[config.mk]
export PLATFORM = sky130hd
export DESIGN_NAME = ex_mem
export DESIGN_NICKNAME = d
export VERILOG_FILES = /design/src/rtl/ex_mem_pkg.sv /design/src/rtl/ex_mem_pipe_reg.sv /design/src/rtl/ex_mem.sv
export SDC_FILE = /design/constraint.sdc
export NUM_CORES = 1
export LEC_CHECK = 0
export ABC_AREA = 1
export CORE_MARGIN = 2
export CORE_UTILIZATION = 25
export CTS_CLUSTER_DIAMETER = 100
export DETAILED_ROUTE_END_ITERATION = 16
export PLACE_DENSITY = 0.71
export SLEW_MARGIN = 10
export SYNTH_ARGS = -nofsm -noshare
export SYNTH_HDL_FRONTEND = slang
export SYNTH_SLANG_ARGS = --single-unit
[constraint.sdc]
create_clock -name clk -period 0.8 [get_ports clk]
set_input_delay 0.08 -clock clk [delete_from_list [all_inputs] [get_ports clk]]
set_output_delay 0.08 -clock clk [all_outputs]
set_load 0.02 [all_outputs]
[src/rtl/ex_mem_pkg.sv]
// Shared core widths, NOP encodings and stall-bit indices for the EX/MEM pipeline register.
package ex_mem_pkg;
  localparam int RegBus       = 32;
  localparam int RegAddrBus   = 5;
  localparam int DoubleRegBus = 64;

  localparam logic [RegAddrBus-1:0] NOPRegAddr   = '0;
  localparam logic [RegBus-1:0]     ZeroWord     = '0;
  localparam logic                  WriteEnable  = 1'b1;
  localparam logic                  WriteDisable = 1'b0;

  localparam int STALL_PC  = 0;
  localparam int STALL_IF  = 1;
  localparam int STALL_ID  = 2;
  localparam int STALL_EX  = 3;
  localparam int STALL_MEM = 4;
  localparam int STALL_WB  = 5;

  // What a bubble does to a bundle: clear it (forward data) or capture it (feedback state).
  typedef enum logic {CLR_ON_BUBBLE = 1'b0, CAP_ON_BUBBLE = 1'b1} bubble_mode_e;

  typedef struct packed {
    logic [RegAddrBus-1:0] wd;
    logic                  wreg;
    logic [RegBus-1:0]     wdata;
    logic                  whilo;
    logic [RegBus-1:0]     hi;
    logic [RegBus-1:0]     lo;
  } mem_bundle_t;
endpackage

[src/rtl/ex_mem_pipe_reg.sv]
// Width-parameterised pipeline register with flush / bubble / pass / hold control.
module pipe_reg
  import ex_mem_pkg::*;
#(
  parameter int           W    = 1,
  parameter bubble_mode_e MODE = CLR_ON_BUBBLE
) (
  input  logic         clk,
  input  logic         rst,
  input  logic         flush,
  input  logic         stall_ex,
  input  logic         stall_mem,
  input  logic [W-1:0] d,
  output logic [W-1:0] q
);
  logic [W-1:0] q_q, q_d;

  // Feedback bundles invert the rule: latched while execute is stalled, dropped once it advances.
  always_comb begin
    q_d = q_q;
    if (flush)                      q_d = '0;
    else if (stall_ex && !stall_mem) q_d = (MODE == CAP_ON_BUBBLE) ? d : '0;
    else if (!stall_ex)             q_d = (MODE == CAP_ON_BUBBLE) ? '0 : d;
  end

  always_ff @(posedge clk or negedge rst) begin
    if (!rst) q_q <= '0;
    else      q_q <= q_d;
  end

  assign q = q_q;
endmodule

[src/rtl/ex_mem.sv]
// EX/MEM pipeline register with stall/flush handling and multiply-accumulate feedback.
// Define EX_MEM_MADD_EN to build the hilo_o/cnt_o feedback registers; otherwise they read 0.
module ex_mem
  import ex_mem_pkg::*;
(
  input  logic                    clk,
  input  logic                    rst,
  input  logic [5:0]              stall,
  input  logic                    flush,
  input  logic [RegAddrBus-1:0]   ex_wd,
  input  logic                    ex_wreg,
  input  logic [RegBus-1:0]       ex_wdata,
  input  logic                    ex_whilo,
  input  logic [RegBus-1:0]       ex_hi,
  input  logic [RegBus-1:0]       ex_lo,
  input  logic [DoubleRegBus-1:0] hilo_i,
  input  logic [1:0]              cnt_i,
  output logic [RegAddrBus-1:0]   mem_wd,
  output logic                    mem_wreg,
  output logic [RegBus-1:0]       mem_wdata,
  output logic                    mem_whilo,
  output logic [RegBus-1:0]       mem_hi,
  output logic [RegBus-1:0]       mem_lo,
  output logic [DoubleRegBus-1:0] hilo_o,
  output logic [1:0]              cnt_o
);
  mem_bundle_t ex_b, mem_b;
  logic        unused_stall;

  assign unused_stall = ^{stall[STALL_PC], stall[STALL_IF], stall[STALL_ID], stall[STALL_WB]};

  assign ex_b = '{wd: ex_wd, wreg: ex_wreg, wdata: ex_wdata,
                  whilo: ex_whilo, hi: ex_hi, lo: ex_lo};

  pipe_reg #(.W($bits(mem_bundle_t)), .MODE(CLR_ON_BUBBLE)) u_mem_reg (
    .clk       (clk),
    .rst       (rst),
    .flush     (flush),
    .stall_ex  (stall[STALL_EX]),
    .stall_mem (stall[STALL_MEM]),
    .d         (ex_b),
    .q         (mem_b)
  );

  assign mem_wd    = mem_b.wd;
  assign mem_wreg  = mem_b.wreg;
  assign mem_wdata = mem_b.wdata;
  assign mem_whilo = mem_b.whilo;
  assign mem_hi    = mem_b.hi;
  assign mem_lo    = mem_b.lo;

`ifdef EX_MEM_MADD_EN
  pipe_reg #(.W(DoubleRegBus + 2), .MODE(CAP_ON_BUBBLE)) u_madd_reg (
    .clk       (clk),
    .rst       (rst),
    .flush     (flush),
    .stall_ex  (stall[STALL_EX]),
    .stall_mem (stall[STALL_MEM]),
    .d         ({hilo_i, cnt_i}),
    .q         ({hilo_o, cnt_o})
  );
`else
  logic unused_madd;
  assign unused_madd = ^{hilo_i, cnt_i};
  assign hilo_o      = '0;
  assign cnt_o       = '0;
`endif
endmodule

* Word level (Yosys, flattened, before mapping) *
Index checks and enable logic that the tools add are counted.

word-level totals
  flip-flop bits (word level) = 103
  input port bits = 178
  output and inout port bits = 169
  word-level logic and storage cells = 7

operators by class
  equality and inequality tests = 1
  muxes and demuxes = 3
  reduce and logical (&&, ||, !) cells = 2

operators with widths
  operator                                                          count
  103-bit two-way mux                                               3
  3-bit by 1-bit != test with 1-bit output (second input constant)  1
  1-bit logical AND                                                 1
  1-bit logical NOT                                                 1

* Depth between registers and ports, before layout *
  depth after elaboration = 4
  depth in mapped cells = 6
  depth with buffers taken out = 3

* By module *
Synthesis repeated with hierarchy kept, for this count alone.

unflattened totals
  cells, all modules = 526
  area, all modules = 4745.8 µm²

modules (own cells, without submodules)
  module    times used  cells an instance  area each (µm²)  sequential area each (µm²)
  pipe_reg  1           459                4246.6           2577.5
  ex_mem    1           67                 499.2            0.0

* Worst setup path after synthesis *
Ideal clock, no wire load.

  kind = input -> register
  start point = input stall[3]
  end point = register u_mem_reg.q_q[23], in the netlist u_mem_reg.q[23]
  setup time = 118 ps
  data arrival time = 652 ps
  data required time = 682 ps
  path slack = 30 ps
  cell stages on the path = 5
  buffers on the path = 3
  path through = buf_2 > buf_4 > buf_2 > nand4_1 > nand2_1

on the way
  longest elaborated chain between the ends = 3
  elaborated cells on any way between the ends = 4
  classes of those cells = 1 x eq/ne; 2 x mux; 1 x reduce/logical

ends and longest elaborated chain
  what                  line                   source
  from (decl)           ex_mem.sv:8            input logic [5:0] stall,
  1-bit logical AND     ex_mem_pipe_reg.sv:22  else if (stall_ex && !stall_mem) q_d = (MODE == CAP_ON_BUBBLE) ? d : '0;
  103-bit two-way mux   ex_mem_pipe_reg.sv:22
  103-bit two-way mux   ex_mem_pipe_reg.sv:21  if (flush) q_d = '0;
  to (signal assigned)  ex_mem_pipe_reg.sv:28  else q_q <= q_d;
  to (decl)             ex_mem_pipe_reg.sv:16  logic [W-1:0] q_q, q_d;

Parallel ways exist; a longest one is shown, timed or not.
A chain may end at the register's enable or synchronous reset.

* Worst setup path in the final report *
  start point = register u_mem_reg.q_q[65], in the netlist u_mem_reg.q[65]
  end point = output mem_wdata[0]

RTL lines
  what       line          source
  to (decl)  ex_mem.sv:20  output logic [RegBus-1:0] mem_wdata,

No word-level cell between the ends.

==> results.py <==
metrics = {
    "status": {
        "status": "complete, but fails checks",
        "failed_checks": "setup timing",
    },
    "timing": {
        "skew_ps": 0,
        "layout_setup_ws_ps": -182.4,
        "post-route-min-period_ps": 982.4,
        "setup_violations": 111,
        "finalHoldViolations": 0,
        "hold_slack_ps": 209.6,
        "slew_violations": 0,
        "timing.fmax_mhz": 1018,
        "rsz0062_at_grt": "true",
        "period_share_pct": 122.8,
    },
    "critical_path": {
        "crit_chain": "buf_6",
        "startpoint_type": "register",
        "slowest_delay_ps": 410,
        "worstReg2RegEnd": "u_mem_reg.q[49]",
        "timing_worst_setup_path_type": "reg -> out",
        "crit_arrival_ps": 900,
        "path_depth": 1,
        "crit_slowest_cell": "dfrtp_1",
        "critPathRequiredTime_ps": 720,
        "rrSetupSlack_ps": -80,
        "crit_family": "flip-flops",
        "timing.rr.start": "u_mem_reg.q[49]",
        "crit_end": "mem_wdata[0]",
        "crit_start": "u_mem_reg.q[65]",
        "crit_fanout": 2,
        "reg2reg_depth": 4,
        "crit_buf_inv": 1,
        "end_kind": "primary output",
    },
    "floorplanning": {
        "fp-row-count": 50,
        "ios": 347,
        "start_util_pct": 25.46,
        "core_um2": 18640,
        "fp.dieH_um": 141.8,
        "fp.dieArea_um2": 20100,
        "die_x_um": 141.8,
    },
    "logic_synthesis": {
        "syn-cell-area_um2": 4746,
        "syn_inst": 526,
        "synth.avg_cell_area_um2": 9.022,
        "synth.distinct_cells": 9,
        "seq_area_frac_synth_pct": 54.31,
        "ys_warn_count": 0,
        "synth-seq-cells": 103,
    },
    "clock_tree": {
        "cts_tree": "yes",
        "cts.path.max_buffers": 2,
        "clock-sinks": 103,
        "clkTransAtPathRegs_ps": 70,
        "cts_buffers": 9,
        "cts_root_buf": "clkbuf_16",
        "worstSkewPairLatency_ps": 340,
        "cts_max_level": 3,
    },
    "layout": {
        "area_growth_pct": 70.08,
        "n_fill_cell": 1775,
        "antenna_cells": 0,
        "largest_reg_flops": 103,
        "finalNetCount": 974,
        "drive_gt1_share_pct": 26.88,
    },
    "grt": {
        "grt_max_degree": 50,
        "antenna_found_initial": 0,
        "grt_pass1_wl_mm": 23.04,
        "grt_use_total_pct": 14.57,
        "grt_pass1_vias": 4377,
        "grt-ovfl-total": 0,
    },
    "power_and_ir_drop": {
        "clock_power_share_pct": 32.4,
        "p_int_uw": 9093,
        "p_comb_share_pct": 23.1,
        "vdd_drop_max_v": 0.0009127,
        "power.density_nw_per_um2": 1571,
        "sw_frac_of_total_pct": 28.29,
        "power_frac_seq_pct": 44.5,
        "p_leak_uw": 0.004219,
        "power_switching_uw": 3588,
        "p_total_uw": 12680,
    },
    "detailed_routing": {
        "drtIter0Drc": 156,
        "drc_errors": 0,
        "avgViaCountPerCell": 4.364,
        "firstDrtPassIters": 4,
        "vias": 4512,
        "wl_mm": 15.25,
        "wl_per_cell_um": 14.75,
        "ant_nets": 0,
    },
    "job": {
        "cap_violations": 0,
    },
    "hold_path": {
        "hold_class": "in -> reg",
    },
    "placed_design": {
        "hpwl_mm": 9.811,
        "port-buffer-count": 210,
        "place_congestion": 0.7516,
    },
}
-- how the worst min path moves through the flow --
stage                         from              end  slack [ps]  depth (start not counted)
after floorplan                rst   u_mem_reg.q[0]        -220                          0
final                     stall[4]  u_mem_reg.q[95]         210                          4
after global routing      stall[4]  u_mem_reg.q[95]         210                          4
after detailed placement       rst  u_mem_reg.q[16]         110                          2
after global placement         rst  u_mem_reg.q[16]         110                          2
after CTS                 stall[4]  u_mem_reg.q[16]         190                          4
-- cells by family after synthesis --
family,Yosys count,synth area share (%)
buffers and inverters,112,15.50
DFF,103,54.31
other,1,0.07902
and+or+nand+nor,310,30.11
-- placed cells by master, fill, tap and decap left out --
master,count
bufbuf_16,2
nand4_1,103
dlygate4sd3_1,1
clkbuf_16,10
conb_1,66
buf_16,2
clkdlybuf4s50_1,103
buf_6,115
clkbuf_8,1
buf_4,67
nor2_4,1
clkinv_2,2
buf_12,13
dlygate4sd2_1,1
clkinvlp_4,2
clkbuf_1,2
dfrtp_1,103
nand2_1,206
-- power by group through the flow --
| stage | registers, µW | clock network (µW) | logic (µW) |
|---|---|---|---|
| 2_1_floorplan | 5990 | 0 | 1030 |
| 3_3_place_gp | 5680 | 0 | 2640 |
| 3_5_place_dp | 5680 | 0 | 2650 |
| 4_1_cts | 5630 | 4310 | 2830 |
| 5_1_grt | 5660 | 4530 | 3130 |
| 6_report | 5640 | 4110 | 2930 |
-- metrics by stage --
step | cell area [µm²] | cells | TNS (ps) | util, % | setup WS, ps
3_5_place_dp | 7247 | 984 | -71930 | 38.87 | -521.4
5_1_grt | 8071 | 1034 | -20240 | 43.30 | -214.7
4_1_cts | 7836 | 1013 | -18180 | 42.03 | -198.4
6_report | 8071 | 1034 | -16420 | 43.30 | -182.4
2_1_floorplan | 4990 | 591 | 0 | - | 29.93
3_3_place_gp | 7247 | 984 | -71290 | 38.87 | -497.2
-- layer usage --
metal  track usage, %  up-vias  part of all wire (%)
met4            5.105        0                   1.5
met2            24.45      197                    50
met1            17.91     2136                    41
li1                 -     2164                     -
met3            4.252       15                   7.7
met5                0        -                     0
-- synth_stat cells --
| cell | count | area share [%] |
|---|---|---|
| dfrtp_1 | 103 | 54 |
| nand4_1 | 103 | 14 |
| buf_4 | 75 | 12 |
| nor2_4 | 1 | 0.24 |
| inv_2 | 1 | 0.079 |
| buf_2 | 27 | 2.8 |
| clkbuf_1 | 9 | 0.71 |
| conb_1 | 1 | 0.079 |
| nand2_1 | 206 | 16 |
-- layout make-up --
| class | count | area [µm²] | share of cell area [%] |
|---|---|---|---|
| clock buffers | 12 | 246.5 | 3.054 |
| clock inverters | 3 | 20.02 | 0.2480 |
| inverters | 1 | 5.005 | 0.06201 |
| multi-input cells | 376 | 1677 | 20.77 |
| flip-flops and latches | 103 | 2577 | 31.93 |
| well taps | 234 | 292.8 | 3.627 |
| repair buffers | 305 | 3253 | 40.30 |
-- what timing repair did --
action / in CTS / in global routing
resized for setup: 621 / 14
cloned: 3 / 1
hold buffers: 1 / 0
setup endpoints to repair: 206 / 133
pin swaps: 12 / 12
setup buffers: 21 / 26
hold endpoints to repair: 103 / 0
Power figures use the tool's default switching activity.
